File: config.mk
export PLATFORM = sky130hd
export DESIGN_NAME = multicycle_control_unit
export DESIGN_NICKNAME = d
export VERILOG_FILES = /design/src/rtl/multicycle_control_unit.sv
export SDC_FILE = /design/constraint.sdc
export NUM_CORES = 1
export LEC_CHECK = 0
export ABC_AREA = 0
export CELL_PAD_IN_SITES_DETAIL_PLACEMENT = 0
export CELL_PAD_IN_SITES_GLOBAL_PLACEMENT = 1
export CORE_MARGIN = 2
export CORE_UTILIZATION = 28
export DETAILED_ROUTE_END_ITERATION = 8
export PLACE_DENSITY = 0.83
export SKIP_LAST_GASP = 1
export SYNTH_ARGS = -nofsm -noshare
export SYNTH_HDL_FRONTEND = slang
export SYNTH_SLANG_ARGS = --single-unit
File: constraint.sdc
create_clock -name clk -period 1.6 [get_ports clk]
set_input_delay 0.24 -clock clk [delete_from_list [all_inputs] [get_ports clk]]
set_output_delay 0.24 -clock clk [all_outputs]
set_load 0.01 [all_outputs]
File: src/rtl/multicycle_control_unit.sv
// Multi-cycle RV32I control FSM: sequences fetch/decode/execute/memory/writeback over a
// shared req/ack memory port and steers the shared-ALU datapath; traps on bad opcodes and bus timeouts.
module multicycle_control_unit #(
    parameter int ALU_CTRL_W  = 4,
    parameter int MEM_TIMEOUT = 15
) (
    input  logic                  clk,
    input  logic                  rst_n,
    input  logic [6:0]            opcode,
    input  logic [2:0]            funct3,
    input  logic [6:0]            funct7,
    input  logic                  alu_zero,
    input  logic                  alu_lt,
    input  logic                  alu_ltu,
    input  logic                  mem_ack,
    output logic                  mem_req,
    output logic                  mem_we,
    output logic                  adr_src,
    output logic                  ir_write,
    output logic                  pc_write,
    output logic                  pc_src,
    output logic                  reg_write,
    output logic [1:0]            alu_src_a,
    output logic [1:0]            alu_src_b,
    output logic [1:0]            result_src,
    output logic [ALU_CTRL_W-1:0] alu_control,
    output logic                  trap,
    output logic                  bus_error
);
    localparam int CNT_W = (MEM_TIMEOUT > 0) ? $clog2(MEM_TIMEOUT + 1) : 1;

    localparam logic [6:0] OP_R      = 7'b0110011;
    localparam logic [6:0] OP_I      = 7'b0010011;
    localparam logic [6:0] OP_LOAD   = 7'b0000011;
    localparam logic [6:0] OP_STORE  = 7'b0100011;
    localparam logic [6:0] OP_BRANCH = 7'b1100011;
    localparam logic [6:0] OP_JAL    = 7'b1101111;
    localparam logic [6:0] OP_JALR   = 7'b1100111;
    localparam logic [6:0] OP_LUI    = 7'b0110111;
    localparam logic [6:0] OP_AUIPC  = 7'b0010111;

    localparam logic [3:0] ALU_ADD  = 4'd0;
    localparam logic [3:0] ALU_SUB  = 4'd1;
    localparam logic [3:0] ALU_AND  = 4'd2;
    localparam logic [3:0] ALU_OR   = 4'd3;
    localparam logic [3:0] ALU_XOR  = 4'd4;
    localparam logic [3:0] ALU_SLT  = 4'd5;
    localparam logic [3:0] ALU_SLL  = 4'd6;
    localparam logic [3:0] ALU_SRL  = 4'd7;
    localparam logic [3:0] ALU_SRA  = 4'd8;
    localparam logic [3:0] ALU_SLTU = 4'd9;

    typedef enum logic [2:0] {
        S_FETCH,
        S_DECODE,
        S_EXEC,
        S_MEM,
        S_WB,
        S_TRAP
    } state_t;

    state_t           r_state;
    state_t           w_next_state;
    logic [CNT_W-1:0] r_wait_cnt;
    logic             r_bus_error;
    logic             w_known_op;
    logic             w_f7_alt;
    logic             w_taken;
    logic             w_branch_ok;
    logic             w_mem_wait;
    logic             w_timeout;
    logic [3:0]       w_alu_op;

    function automatic logic [3:0] aluDecode(input logic [2:0] f3, input logic alt);
        case (f3)
            3'b000:  return alt ? ALU_SUB : ALU_ADD;
            3'b001:  return ALU_SLL;
            3'b010:  return ALU_SLT;
            3'b011:  return ALU_SLTU;
            3'b100:  return ALU_XOR;
            3'b101:  return alt ? ALU_SRA : ALU_SRL;
            3'b110:  return ALU_OR;
            default: return ALU_AND;
        endcase
    endfunction

    always_comb begin
        case (opcode)
            OP_R, OP_I, OP_LOAD, OP_STORE, OP_BRANCH,
            OP_JAL, OP_JALR, OP_LUI, OP_AUIPC: w_known_op = 1'b1;
            default:                           w_known_op = 1'b0;
        endcase
    end

    always_comb begin
        case (funct3)
            3'b000:  w_taken = alu_zero;
            3'b001:  w_taken = !alu_zero;
            3'b100:  w_taken = alu_lt;
            3'b101:  w_taken = !alu_lt;
            3'b110:  w_taken = alu_ltu;
            3'b111:  w_taken = !alu_ltu;
            default: w_taken = 1'b0;
        endcase
    end

    assign w_f7_alt    = |(funct7 & 7'b0100000);
    assign w_branch_ok = (funct3[2:1] != 2'b01);
    assign w_mem_wait  = (r_state == S_FETCH) || (r_state == S_MEM);
    // An ack arriving in the final allowed cycle takes priority over the timeout.
    assign w_timeout   = (MEM_TIMEOUT != 0) && w_mem_wait && !mem_ack
                         && (r_wait_cnt == CNT_W'(MEM_TIMEOUT));

    always_comb begin
        w_next_state = r_state;
        mem_req      = 1'b0;
        mem_we       = 1'b0;
        adr_src      = 1'b0;
        ir_write     = 1'b0;
        pc_write     = 1'b0;
        pc_src       = 1'b0;
        reg_write    = 1'b0;
        alu_src_a    = 2'b00;
        alu_src_b    = 2'b00;
        result_src   = 2'b00;
        w_alu_op     = ALU_ADD;
        trap         = 1'b0;
        if (rst_n) begin
            case (r_state)
                S_FETCH: begin
                    mem_req   = 1'b1;
                    alu_src_a = 2'b10;
                    alu_src_b = 2'b10;
                    if (mem_ack) begin
                        ir_write     = 1'b1;
                        pc_write     = 1'b1;
                        w_next_state = S_DECODE;
                    end else if (w_timeout) begin
                        w_next_state = S_TRAP;
                    end
                end
                S_DECODE: begin
                    alu_src_a    = 2'b01;
                    alu_src_b    = 2'b01;
                    w_next_state = w_known_op ? S_EXEC : S_TRAP;
                end
                S_EXEC: begin
                    case (opcode)
                        OP_R: begin
                            w_alu_op     = aluDecode(funct3, w_f7_alt);
                            w_next_state = S_WB;
                        end
                        OP_I: begin
                            alu_src_b    = 2'b01;
                            w_alu_op     = aluDecode(funct3, (funct3 == 3'b101) && w_f7_alt);
                            w_next_state = S_WB;
                        end
                        OP_LOAD, OP_STORE: begin
                            alu_src_b    = 2'b01;
                            w_next_state = S_MEM;
                        end
                        OP_BRANCH: begin
                            w_alu_op     = ALU_SUB;
                            pc_src       = 1'b1;
                            pc_write     = w_branch_ok && w_taken;
                            w_next_state = w_branch_ok ? S_FETCH : S_TRAP;
                        end
                        OP_JAL: begin
                            pc_write     = 1'b1;
                            pc_src       = 1'b1;
                            w_next_state = S_WB;
                        end
                        OP_JALR: begin
                            alu_src_b    = 2'b01;
                            pc_write     = 1'b1;
                            w_next_state = S_WB;
                        end
                        OP_AUIPC: begin
                            alu_src_a    = 2'b01;
                            alu_src_b    = 2'b01;
                            w_next_state = S_WB;
                        end
                        OP_LUI:  w_next_state = S_WB;
                        default: w_next_state = S_TRAP;
                    endcase
                end
                S_MEM: begin
                    mem_req = 1'b1;
                    adr_src = 1'b1;
                    mem_we  = (opcode == OP_STORE);
                    if (mem_ack) begin
                        w_next_state = (opcode == OP_STORE) ? S_FETCH : S_WB;
                    end else if (w_timeout) begin
                        w_next_state = S_TRAP;
                    end
                end
                S_WB: begin
                    reg_write = 1'b1;
                    case (opcode)
                        OP_LOAD:         result_src = 2'b01;
                        OP_JAL, OP_JALR: result_src = 2'b10;
                        OP_LUI:          result_src = 2'b11;
                        default:         result_src = 2'b00;
                    endcase
                    w_next_state = S_FETCH;
                end
                S_TRAP:  trap = 1'b1;
                default: w_next_state = S_TRAP;
            endcase
        end
    end

    assign alu_control = ALU_CTRL_W'(w_alu_op);
    assign bus_error   = r_bus_error;

    always_ff @(posedge clk or negedge rst_n) begin
        if (!rst_n) begin
            r_state     <= S_FETCH;
            r_wait_cnt  <= '0;
            r_bus_error <= 1'b0;
        end else begin
            r_state <= w_next_state;
            if (w_timeout) begin
                r_bus_error <= 1'b1;
            end
            if (w_next_state != r_state) begin
                r_wait_cnt <= '0;
            end else if (w_mem_wait && !mem_ack && (r_wait_cnt != '1)) begin
                r_wait_cnt <= r_wait_cnt + 1'b1;
            end
        end
    end
endmodule

==> flow_metrics.tcl, run 1 <==
set metrics [dict create \
    type_of_element_capturing_the_critical_path "flip-flop" \
    grt_start_max_net_pins 17 \
    cap_viol_max_count 0 \
    fp.coreArea_sq_um 3720 \
    final.setup_skew_ns 0.00444 \
    final_min_period_over_clock_period_pct 112 \
    detail_route.wirelength_mm 4.16 \
    layout.cells.non_filler 284 \
    synth_ff_type "sky130_fd_sc_hd__dfrtp_1" \
    wire_per_inst_um 14.6 \
    postSynthAreaPerCell_sq_um 7.65 \
    postSynthRegisterBits 8 \
    violations "setup timing" \
    post-route-worst-setup-slack_ns -0.198 \
    die-width_um 66.7 \
    synth_top_cells_by_area "sky130_fd_sc_hd__dfrtp_1 (18%), sky130_fd_sc_hd__a21oi_1 (4.5%), sky130_fd_sc_hd__nor2_1 (4.4%), sky130_fd_sc_hd__o21ai_0 (4.1%), sky130_fd_sc_hd__xor2_1 (4.0%)" \
    clock_sink_count 8 \
    setup.worst_path.class "flip-flop to flip-flop" \
    clock_tree.root_cell "sky130_fd_sc_hd__clkbuf_8" \
    nets 262 \
    place_worst_setup_slack_ns -0.911 \
    hold_path.class "input port to async pin" \
    power_density_nw_per_um2 840 \
    ff2ff_path_depth 7 \
    routabilityCongestion 0.881 \
    cts.path.max_buffers 2 \
    ioPinCount 42 \
    reg_to_reg_start "r_state[0]" \
    synth_warnings 0 \
    drtPass1Iterations 4 \
    drt_first_iter_violations 85 \
    die_h_um 66.7 \
    ff_latch_area_sq_um 201 \
    n_antenna_cell 0 \
    timing.critical_path.from "r_state[0]" \
    outcome "finished with violations" \
    tightest_slew_ns 0.328 \
    syn_inst 144 \
    min_period_ns 1.80 \
    timing.critical_path.arrival_ns 1.91 \
    htree_levels 1 \
    grt.overflow.total 0 \
    place.detailed.hpwl_mm 2.75 \
    report.final.hold_viol_count 0 \
    crit_path_max_fanout 16 \
    maxClockFrequency_ghz 0.556 \
    die_area_sq_um 4450 \
    multi_input_area_sq_um 1000 \
    slew-limit-headroom_pct 78.1 \
    dp.cells 260 \
    cts_made_buffers 3 \
    vdd_ir_drop_max_uv 436 \
    port_buffers 35 \
    setup-violations-final 15 \
    layout.filler_cells 319 \
    totalPowerFinal_mw 1.79 \
    initial_cell_density_of_the_core_pct 29.7 \
    routed-via-count 1493 \
    leakage_nw 0.990 \
    grt_first_pass_wirelength_mm 6.00 \
    cts_tree "done" \
    worst_ep_required_time_ns 1.71 \
    first_global_vias 1371 \
    rows 22 \
    route.detailed.drc 0 \
    yosysUniqueCellTypes 56 \
    synth_top_cell_by_area "sky130_fd_sc_hd__dfrtp_1" \
    syn2layout_area_growth_pct 93.1 \
    grt_setup_unrepaired "yes" \
    gr_util_all_layers_pct 17.2 \
    insertion_delay_ns 0.22 \
    cts.reportedPaths.clkPinSlew_ns 0.04 \
    synth_edf_count 0 \
    drive_above_1_share_pct 60.2 \
    timing.final.max_slew_violations 0 \
    synth.cell_area_sq_um 1100 \
    mappedNetlistNets 168 \
    via_per_inst 5.26 \
    synthDominantCellAreaShare_pct 18.2 \
    detail-route-antenna-nets 0 \
    ys_async_sr_fraction_pct 100 \
    start_kind "flip-flop" \
    antenna_found_initial 0 \
    synth-seq-area-share_pct 18.2 \
]
Yosys cell counts (3+ instances only):
cell type	instances
sky130_fd_sc_hd__nor2_1	13
sky130_fd_sc_hd__a21oi_1	10
sky130_fd_sc_hd__nand2_1	10
sky130_fd_sc_hd__o21ai_0	9
sky130_fd_sc_hd__dfrtp_1	8
sky130_fd_sc_hd__nor3_1	7
sky130_fd_sc_hd__nand2b_1	6
sky130_fd_sc_hd__xor2_1	5
sky130_fd_sc_hd__clkbuf_1	4
sky130_fd_sc_hd__nor3_2	4
sky130_fd_sc_hd__xnor2_1	4
sky130_fd_sc_hd__and3_1	3
sky130_fd_sc_hd__buf_2	3
sky130_fd_sc_hd__buf_4	3
sky130_fd_sc_hd__nand3_1	3
sky130_fd_sc_hd__nor3b_1	3
sky130_fd_sc_hd__o21ai_1	3
power by group:
group	leakage [nW]	internal, mW	switching (mW)
Combinational	0.868	0.644	0.632
Clock	0.0216	0.162	0.0686
Sequential	0.101	0.251	0.0290
worst paths after layout:
check                           endpoint  slack, ns
max                        r_wait_cnt[3]      -0.20
min                        r_wait_cnt[2]       0.30
max reg2reg                r_wait_cnt[3]      -0.20
min reg2reg                    bus_error       0.48
max in group asynchronous     r_state[1]       1.16
min in group clk               bus_error       0.48
area by class of cell:
type / count / share of cell area [%]
multi-input cells: 121 / 47.2
repair buffers: 102 / 38.2
flip-flops and latches: 8 / 9.47
well taps: 48 / 2.82
clock buffers: 3 / 1.94
inverters: 2 / 0.353
routing by layer:
metal	GRT usage [%]	wire, um
met1	20.4	1650
met2	33.0	2290
met3	2.53	189
met4	2.30	28
met5	0	0
stage by stage:
step,hold WS (ns),setup TNS (ns),instance area [sq um],util [%]
floorplan,-0.0556,-0.00412,1120,-
global placement,0.451,-14.46,1800,48.4
detailed placement,0.474,-14.89,1800,48.4
CTS,0.288,-1.27,1960,52.6
global route,0.312,-2.85,2130,57.3
finish,0.300,-1.45,2130,57.3
sequential cells by signal (all words and copies together) (netlist names):
register	cells
bus_error	1
r_state	3
r_wait_cnt	4
kinds of logic after synthesis:
group	Yosys count	synth area share, %
XOR/XNOR	9	7.15
flip-flops	8	18.2
buffers and inverters	15	7.60
AO/OA/AOI/OAI	39	23.4
adder cells (fa/ha/maj)	1	1.13
AND/OR/NAND/NOR	70	40.8
multiplexers	2	1.82
repair_timing:
item,4_1_cts,5_1_grt
pin swaps,20,16
hold buffers,0,0
cloned,0,1
gates resized for setup,121,43
setup endpoints to repair,25,25
buffers inserted,11,11
cell usage in the layout (no fill, tap or decap), types with 2 or more instances in the layout:
| cell | instances |
|---|---|
| sky130_fd_sc_hd__a21oi_1 | 5 |
| sky130_fd_sc_hd__a21oi_2 | 6 |
| sky130_fd_sc_hd__and2_4 | 2 |
| sky130_fd_sc_hd__and3_1 | 2 |
| sky130_fd_sc_hd__buf_2 | 16 |
| sky130_fd_sc_hd__buf_4 | 56 |
| sky130_fd_sc_hd__buf_6 | 12 |
| sky130_fd_sc_hd__clkbuf_2 | 5 |
| sky130_fd_sc_hd__clkbuf_8 | 3 |
| sky130_fd_sc_hd__clkdlybuf4s50_1 | 2 |
| sky130_fd_sc_hd__dfrtp_1 | 7 |
| sky130_fd_sc_hd__dlygate4sd2_1 | 7 |
| sky130_fd_sc_hd__inv_1 | 2 |
| sky130_fd_sc_hd__mux2i_1 | 2 |
| sky130_fd_sc_hd__nand2_1 | 9 |
| sky130_fd_sc_hd__nand2b_1 | 2 |
| sky130_fd_sc_hd__nand2b_4 | 4 |
| sky130_fd_sc_hd__nand3_1 | 2 |
| sky130_fd_sc_hd__nand4_1 | 2 |
| sky130_fd_sc_hd__nor2_1 | 7 |
| sky130_fd_sc_hd__nor2_2 | 4 |
| sky130_fd_sc_hd__nor2_4 | 2 |
| sky130_fd_sc_hd__nor3_1 | 3 |
| sky130_fd_sc_hd__nor3_2 | 5 |
| sky130_fd_sc_hd__nor3_4 | 4 |
| sky130_fd_sc_hd__nor3b_1 | 2 |
| sky130_fd_sc_hd__o21a_1 | 2 |
| sky130_fd_sc_hd__o21ai_0 | 7 |
| sky130_fd_sc_hd__o21ai_1 | 5 |
| sky130_fd_sc_hd__xnor2_1 | 4 |
| sky130_fd_sc_hd__xor2_1 | 4 |
worst max-delay path, stage by stage, from the launching register on:
cell,delay (ns)
sky130_fd_sc_hd__dfrtp_1,0.37
sky130_fd_sc_hd__buf_4,0.21
sky130_fd_sc_hd__xor2_2,0.20
sky130_fd_sc_hd__buf_4,0.15
sky130_fd_sc_hd__nor4b_4,0.32
sky130_fd_sc_hd__nand4_1,0.16
sky130_fd_sc_hd__xor2_1,0.21
sky130_fd_sc_hd__nor3_2,0.06
Power figures use the tool's default switching activity.
==> inputs of run 2 (changes only) <==
--- a/config.mk
+++ b/config.mk
@@ -13,6 +13,7 @@
 export DETAILED_ROUTE_END_ITERATION = 8
 export PLACE_DENSITY = 0.83
 export SKIP_LAST_GASP = 1
+export SLEW_MARGIN = 20
 export SYNTH_ARGS = -nofsm -noshare
 export SYNTH_HDL_FRONTEND = slang
 export SYNTH_SLANG_ARGS = --single-unit
==> results of run 2 <==
No change in the layout: final DEF, timing and power equal those of run 1.
==> inputs of run 3 (changes only) <==
==> constraint.sdc (replaced) <==
create_clock -name clk -period 1.5 [get_ports clk]
set_input_delay 0.225 -clock clk [delete_from_list [all_inputs] [get_ports clk]]
set_output_delay 0.225 -clock clk [all_outputs]
set_load 0.01 [all_outputs]
==> flow_metrics.tcl, run 3 (synthesis results as in run 1) <==
set metrics [dict create \
    type_of_element_capturing_the_critical_path "primary output" \
    grt_setup_unrepaired "yes" \
    leakage_nw 1.03 \
    ff2ff_path_depth 9 \
    report.final.hold_viol_count 0 \
    timing.rr.end "r_wait_cnt[2]" \
    clock_tree.root_cell "sky130_fd_sc_hd__clkbuf_8" \
    detail-route-antenna-nets 0 \
    via_per_inst 5.26 \
    place_worst_setup_slack_ns -0.960 \
    routed-via-count 1541 \
    initial_cell_density_of_the_core_pct 29.7 \
    first_global_vias 1524 \
    layout.filler_cells 313 \
    multi_input_area_sq_um 1050 \
    die_h_um 66.7 \
    grt.overflow.total 0 \
    tightest_slew_ns 0.388 \
    ff_latch_area_sq_um 200 \
    detail_route.wirelength_mm 4.52 \
    layout.cells.most_common_list "sky130_fd_sc_hd__buf_4 (60), sky130_fd_sc_hd__buf_6 (19), sky130_fd_sc_hd__buf_2 (16)" \
    power_switching_uw 946 \
    htree_levels 1 \
    drive_above_1_share_pct 62.9 \
    die_area_sq_um 4450 \
    grt_start_max_net_pins 10 \
    violations "setup timing" \
    outcome "finished with violations" \
    crit_path_max_fanout 4 \
    hold_path.class "input port to async pin" \
    slew-limit-headroom_pct 73.9 \
    min_period_ns 1.85 \
    reg_to_reg_start "r_state[0]" \
    nets 271 \
    worst_ep_required_time_ns 1.27 \
    proportion_of_power_drawn_by_combinational_gates_pct 75.7 \
    post-route-worst-setup-slack_ns -0.350 \
    drt_first_iter_violations 117 \
    start_kind "flip-flop" \
    switching_share_pct 40.3 \
    cts_made_buffers 3 \
    insertion_delay_ns 0.24 \
    die-width_um 66.7 \
    setup.worst_path.class "flip-flop to primary output" \
    route.detailed.drc 0 \
    antenna_found_initial 0 \
    pwr-share-clk_pct 11.4 \
    n_antenna_cell 0 \
    cts.reportedPaths.clkPinSlew_ns 0.05 \
    final.setup_skew_ns 0.00726 \
    cap_viol_max_count 0 \
    port_buffers 35 \
    grt_first_pass_wirelength_mm 6.77 \
    drtPass1Iterations 4 \
    wire_per_inst_um 15.4 \
    maxClockFrequency_ghz 0.540 \
    gr_util_all_layers_pct 19.6 \
    routabilityCongestion 0.870 \
    final_common_cell "sky130_fd_sc_hd__buf_4" \
    timing.critical_path.from "r_state[0]" \
    place_area_sq_um 1830 \
    final_min_period_over_clock_period_pct 123 \
    syn2layout_area_growth_pct 106 \
    rows 22 \
    reg2reg_slack_ns -0.32 \
    power_density_nw_per_um2 1030 \
    top_reg_by_flops "r_wait_cnt" \
    vdd_ir_drop_max_uv 398 \
    fin_hold_ws_ns 0.163 \
    place.detailed.hpwl_mm 2.68 \
    cts_tree "done" \
    cts_hold_buffers 0 \
    setup-violations-final 25 \
    power_report.internal_total_mw 1.40 \
    timing.final.max_slew_violations 0 \
    cts.path.max_buffers 2 \
    largest_register_ffs 4 \
    sequentialPowerShare_pct 12.9 \
    timing.critical_path.arrival_ns 1.63 \
    design_area_sq_um 2270 \
    fp.coreArea_sq_um 3720 \
    ioPinCount 42 \
    clock_sink_count 8 \
]
[run 3: routing by layer]
metal / routed length [um] / global-route usage [%] / vias up
met5: 0 / 0 / -
met3: 227 / 2.87 / 6
met4: 57 / 6.38 / 0
met1: 1850 / 22.9 / 743
met2: 2390 / 36.3 / 61
li1: - / - / 731
[run 3: timing repair]
action / CTS / global route
setup buffers: 23 / 12
cloned: 1 / 0
endpoints found under the setup margin: 26 / 26
gates resized for setup: 138 / 34
pin swaps: 22 / 21
[run 3: cell type report]
cell class	count	share of cell area (%)
Multi-Input combinational cell	121	46.3
Timing Repair Buffer	111	40.1
Sequential cell	8	8.82
Tap cell	48	2.64
Clock buffer	3	1.82
Inverter	2	0.331
[run 3: metrics by stage]
stage / setup TNS, ns / total power, mW / util, % / instances
6_report: -4.46 / 2.35 / 61.1 / 293
5_1_grt: -5.69 / 2.47 / 61.1 / 293
4_1_cts: -4.25 / 2.16 / 58.7 / 285
3_5_place_dp: -17.35 / 1.39 / 49.2 / 259
3_3_place_gp: -17.15 / 1.36 / 49.2 / 259
2_1_floorplan: -0.181 / 0.974 / - / 144
[run 3: how the worst max path moves through the flow]
stage	slack, ns	endpoint
detailed placement	-0.96	alu_src_a[0]
finish	-0.35	alu_src_a[0]
global placement	-0.91	alu_src_a[0]
floorplan	-0.03	pc_write
CTS	-0.30	alu_control[2]
global route	-0.40	alu_control[2]
[run 3: critical path: stages (launching register included)]
cell,delay [ns]
sky130_fd_sc_hd__dfrtp_1,0.38
sky130_fd_sc_hd__nand2b_4,0.17
sky130_fd_sc_hd__buf_4,0.15
sky130_fd_sc_hd__or4_1,0.42
sky130_fd_sc_hd__a21oi_2,0.13
sky130_fd_sc_hd__buf_2,0.13
[run 3: power groups by stage]
stage               combinational, mW  sequential [mW]  clock, mW
global placement                 1.06            0.292          0
global route                     1.87            0.307      0.289
detailed placement               1.09            0.297          0
floorplan                       0.681            0.293          0
CTS                              1.59            0.299      0.271
finish                           1.78            0.303      0.267
